$ cat src/rtl/hazard_unit_sb.sv
// Hazard unit: forwarding, load-use stall, branch flush, MDU scoreboard.
// Optional perf counters enabled by defining HAZARD_PERF_EN.
module hazard_unit_sb #(
  parameter int REG_AW  = 5,
  parameter int MDU_LAT = 4,
  parameter int CNT_W   = 16
) (
  input  logic              clk,
  input  logic              rst_n,
  input  logic [REG_AW-1:0] id_rs1,
  input  logic [REG_AW-1:0] id_rs2,
  input  logic [REG_AW-1:0] id_rd,
  input  logic              id_is_mdu,
  input  logic [REG_AW-1:0] ex_rs1,
  input  logic [REG_AW-1:0] ex_rs2,
  input  logic [REG_AW-1:0] ex_rd,
  input  logic              ex_rf_en,
  input  logic              ex_is_load,
  input  logic              ex_is_mdu,
  input  logic [REG_AW-1:0] mem_rd,
  input  logic              mem_rf_en,
  input  logic [REG_AW-1:0] wb_rd,
  input  logic              wb_rf_en,
  input  logic              br_taken,
  output logic [1:0]        fwd_a,
  output logic [1:0]        fwd_b,
  output logic              stall_if,
  output logic              stall_id,
  output logic              flush_if_id,
  output logic              flush_id_ex,
  output logic              mdu_busy,
  output logic              mdu_wb_valid,
  output logic [REG_AW-1:0] mdu_wb_rd
`ifdef HAZARD_PERF_EN
  ,
  output logic [CNT_W-1:0]  perf_lw_cnt,
  output logic [CNT_W-1:0]  perf_sb_cnt,
  output logic [CNT_W-1:0]  perf_flush_cnt
`endif
);

  localparam int NUM_REGS = 2**REG_AW;
  localparam logic [3:0] LAT = 4'(MDU_LAT);

  if (MDU_LAT < 1 || MDU_LAT > 15 || CNT_W < 1) begin : g_param_chk
    $error("hazard_unit_sb: illegal MDU_LAT or CNT_W");
  end

  logic [NUM_REGS-1:0] sb;
  logic [3:0]          cnt;
  logic                issue;
  logic                done;
  logic                stall_lw;
  logic                stall_sb;
  logic                stall;
  logic                ex_wr;
  logic                ex_hit;

  function automatic logic [1:0] fwd_sel(
    input logic [REG_AW-1:0] rs,
    input logic [REG_AW-1:0] m_rd,
    input logic              m_en,
    input logic [REG_AW-1:0] w_rd,
    input logic              w_en
  );
    logic [1:0] sel;
    sel = 2'b00;
    if (rs != '0) begin
      if (m_en && m_rd == rs)
        sel = 2'b01;
      else if (w_en && w_rd == rs)
        sel = 2'b10;
    end
    return sel;
  endfunction

  assign fwd_a = fwd_sel(ex_rs1, mem_rd, mem_rf_en, wb_rd, wb_rf_en);
  assign fwd_b = fwd_sel(ex_rs2, mem_rd, mem_rf_en, wb_rd, wb_rf_en);

  assign ex_wr  = ex_rf_en && ex_rd != '0;
  assign ex_hit = ex_rd == id_rs1 || ex_rd == id_rs2;

  assign stall_lw = ex_is_load && ex_wr && ex_hit;

  // sb[0] is never set, so x0 operands cannot stall
  assign stall_sb = sb[id_rs1] || sb[id_rs2] || sb[id_rd]
                 || (ex_is_mdu && ex_wr && (ex_hit || ex_rd == id_rd))
                 || (id_is_mdu && (mdu_busy || ex_is_mdu));

  assign stall       = stall_lw || stall_sb;
  assign stall_if    = stall && !br_taken;
  assign stall_id    = stall && !br_taken;
  assign flush_id_ex = stall || br_taken;
  assign flush_if_id = br_taken;

  assign issue        = ex_is_mdu && !mdu_busy;
  assign done         = mdu_busy && cnt == 4'd1;
  assign mdu_wb_valid = done;

  always_ff @(posedge clk) begin
    if (!rst_n) begin
      sb        <= '0;
      cnt       <= '0;
      mdu_busy  <= 1'b0;
      mdu_wb_rd <= '0;
    end else if (issue) begin
      cnt       <= LAT;
      mdu_busy  <= 1'b1;
      mdu_wb_rd <= ex_rd;
      if (ex_wr)
        sb[ex_rd] <= 1'b1;
    end else if (mdu_busy) begin
      cnt <= cnt - 4'd1;
      if (done) begin
        mdu_busy      <= 1'b0;
        sb[mdu_wb_rd] <= 1'b0;
      end
    end
  end

`ifdef HAZARD_PERF_EN
  always_ff @(posedge clk) begin
    if (!rst_n) begin
      perf_lw_cnt    <= '0;
      perf_sb_cnt    <= '0;
      perf_flush_cnt <= '0;
    end else begin
      if (stall_lw && perf_lw_cnt != '1)
        perf_lw_cnt <= perf_lw_cnt + CNT_W'(1);
      if (stall_sb && perf_sb_cnt != '1)
        perf_sb_cnt <= perf_sb_cnt + CNT_W'(1);
      if (br_taken && perf_flush_cnt != '1)
        perf_flush_cnt <= perf_flush_cnt + CNT_W'(1);
    end
  end
`endif

endmodule

$ cat config.mk
export PLATFORM = sky130hd
export DESIGN_NAME = hazard_unit_sb
export DESIGN_NICKNAME = d
export VERILOG_FILES = /design/src/rtl/hazard_unit_sb.sv
export SDC_FILE = /design/constraint.sdc
export NUM_CORES = 1
export LEC_CHECK = 0
export ABC_AREA = 1
export ABC_CLOCK_PERIOD_IN_PS = 2250
export CORE_UTILIZATION = 30
export DETAILED_ROUTE_END_ITERATION = 6
export PLACE_DENSITY = 0.58
export SYNTH_ARGS = -nofsm -noshare
export SYNTH_HDL_FRONTEND = slang
export SYNTH_SLANG_ARGS = --single-unit
$ cat constraint.sdc
create_clock -name clk -period 2.25 [get_ports clk]
set_clock_uncertainty 0.05 [all_clocks]
set_input_delay 0.45 -clock clk [delete_from_list [all_inputs] [get_ports clk]]
set_output_delay 0.45 -clock clk [all_outputs]
set_load 0.01 [all_outputs]
==> results_dict.tcl <==
set metrics [dict create \
    clockRootBuffer "clkbuf_16" \
    row_count 41 \
    worst_path_largest_cell_delay_ns 0.46 \
    register_area_um2 858.3 \
    fillerInstances 1372 \
    maxCapViolCount 0 \
    firstDrtPassIters 5 \
    yosys.area.top_type "dfxtp_1" \
    nNetsFinal 881 \
    synth_cells 693 \
    ant_nets 0 \
    cp_num_buf_inv 3 \
    path_delay_family "buffers and inverters" \
    yosysMostFrequentCell "nand2_1" \
    critPathCaptureType "output pin" \
    required_ns 1.75 \
    utilization_pct 45.87 \
    cp.arrival_ns 1.68 \
    ys_seq_area_share_pct 21.55 \
    die-width_um 116.0 \
    stdcell_area_um2 5812 \
    diodes 0 \
    min_from "cnt[1]$_SDFFE_PP0P_" \
    drt-total-wl_um 15550 \
    ys_ff_latch 42 \
    cts_hold_buf 0 \
    slew_headroom_pct 63.37 \
    ios 64 \
    grt_overflow 0 \
    critical_path_class "in -> out" \
    wl_per_cell_um 15.51 \
    first_iter_violations 464 \
    drive_gt1_share_pct 25.75 \
    die_h_um 116.0 \
    path_cells "clkdlybuf4s50_1 > xor2_1 > nor4_2 > inv_1 > nor2_1 > buf_2" \
    yosys.area.top_type_share_pct 21.55 \
    place_inst 985 \
    synth_nets 744 \
    routabilityCongestion 0.9605 \
    yosys-top-cells-count "nand2_1, inv_1, o21ai_0" \
    fin_crit_ns 2.182 \
    finalSetupViolations 0 \
    netlist-cell-type-count 38 \
    synth.area.top_cells "dfxtp_1, nand2_1, o21ai_0" \
    final_max_slew_viol_count 0 \
    initial_core_util_pct 30.79 \
    place_area_um2 5378 \
    crit_path_top_delay_cell "clkdlybuf4s50_1" \
    tritoncts "built" \
    hold_viol_final 0 \
    design.core.area_um2 12670 \
    run_status "complete, no violations" \
    grt_usage_pct 23.32 \
    critPathLaunchType "input port" \
    via_per_inst 5.258 \
    synth_area_um2 3901 \
    worstMarginPinSlew_ns 0.5474 \
    antenna_found_initial 0 \
    rsz0062_at_grt "true" \
    syn_to_final_growth_pct 48.97 \
    htreeDepth 2 \
    clk_latency_ns 0.29 \
    fmax_mhz 458.2 \
    grt_pass1_vias 4868 \
    cts_buffers 5 \
    p_leak_nw 2.707 \
    final_cells 1003 \
    worstSetupStartpoint "mem_rd[2]" \
    worstReg2RegStart "cnt[1]$_SDFFE_PP0P_" \
    ctsLongestPathBuffers 2 \
    yosys_warnings 0 \
    critPathMaxFanout 2 \
    grt_max_degree 52 \
    p_per_area_nw_per_um2 393.8 \
    drt_drc_violations_left 0 \
    clk_pin_slew_ns 0.06 \
    portBuffers 63 \
    dieArea_um2 13460 \
    avgSynthCellArea_um2 5.629 \
    cts.sinks 42 \
    hold_path.class "reg -> reg" \
    async_reset_ff_share_pct 0 \
    finalCritPeriodShare_pct 96.99 \
    ys.flop_type "dfxtp_1" \
    vdd_drop_max_mv 0.3849 \
    grt_first_pass_wirelength_um 24520 \
    dp.final_hpwl_um 11710 \
    vias 5274 \
    synth-edff-count 0 \
    timing.reg2reg.setup_slack_ns 0.53 \
    multi_input_area_um2 2684 \
]
## logic make-up after synthesis
logic type | synth area share [%]
simple gates | 38.20
flops | 21.55
fa+ha+maj | 0.6413
buf+inv | 12.64
compound gates | 24.73
xor+xnor | 2.245
## state kept, by name, summed over array words and instances (netlist names)
signal,cells
sb,32
mdu_wb_rd,5
cnt,4
mdu_busy,1
## where the power goes
group / switching, W / internal [W] / leakage, nW
clock network: 0.000302 / 0.000439 / 0.0729
registers: 0.0000170 / 0.000757 / 0.346
logic: 0.000425 / 0.000348 / 2.29
total: 0.000744 / 0.00154 / 2.71
## placed cells by master, fill, tap and decap left out, types with 3 or more instances in the layout
cell type and count:
a211oi_2 3, a21oi_1 46, a21oi_2 6, a31oi_1 6, buf_12 11, buf_2 9, buf_4 79, buf_6 12
clkbuf_16 8, clkbuf_2 4, clkdlybuf4s50_1 15, dfxtp_1 32, dfxtp_2 8, dlygate4sd2_1 18, dlymetal6s2s_1 6, inv_1 50
inv_2 32, inv_4 4, nand2_1 203, nand2_2 11, nand3_1 68, nand4_1 11, nor2_1 35, nor2_2 4
nor3_1 6, o211ai_1 11, o21a_1 5, o21ai_0 71, o21ai_1 5, o22ai_1 6, xnor2_1 4, xor2_1 6
## worst paths after layout
check                                            to  depth (start not counted)
worst max-delay path                       fwd_a[0]                          6
worst min-delay path            cnt[1]$_SDFFE_PP0P_                          2
worst max register to register   sb[8]$_SDFFE_PN0P_                          8
worst min register to register  cnt[1]$_SDFFE_PP0P_                          2
## worst register-to-register path: cells and delay by family (launching register included)
kind / cells / cell delay [ns]
fa+ha+maj: 1 / 0.18
simple gates: 1 / 0.13
compound gates: 3 / 0.59
flops: 1 / 0.35
buf+inv: 3 / 0.36
## final cells by class
class                      instances  area share [%]
clock buffer                       6           2.390
clock inverter                     2          0.2153
multi-input combinational        532           46.18
timing repair buffer             162           26.87
tap                              172           3.703
inverter                          87           5.877
sequential                        42           14.77
## what timing repair did
| item | CTS | global route |
|---|---|---|
| setup buffers | 3 | 2 |
| endpoints found under the setup margin | 8 | 8 |
| pin swaps | 15 | 46 |
| cloned | 2 | 3 |
| gates resized for setup | 129 | 108 |
## layer usage
metal	wire length, µm	vias up	GRT usage [%]	share of wire [%]
met2	7140	242	37.98	46
met1	6808	2437	31.94	44
met3	1315	26	3.295	8.5
met4	287	0	6.667	1.8
li1	-	2569	-	-
met5	0	-	0	0
## stage by stage
stage          total power [W]  setup WS, ns  TNS (ns)  hold WS [ns]
2_1_floorplan         0.001150       0.06750         0        0.3996
3_3_place_gp          0.001500       -0.9146    -6.573        0.4175
3_5_place_dp          0.001505       -0.9283    -6.788        0.4236
4_1_cts               0.002263     0.0004050         0        0.4336
5_1_grt               0.002406      -0.04842   -0.1151        0.4543
6_report              0.002289       0.06774         0        0.4311
(Power assumes the default switching activity.)
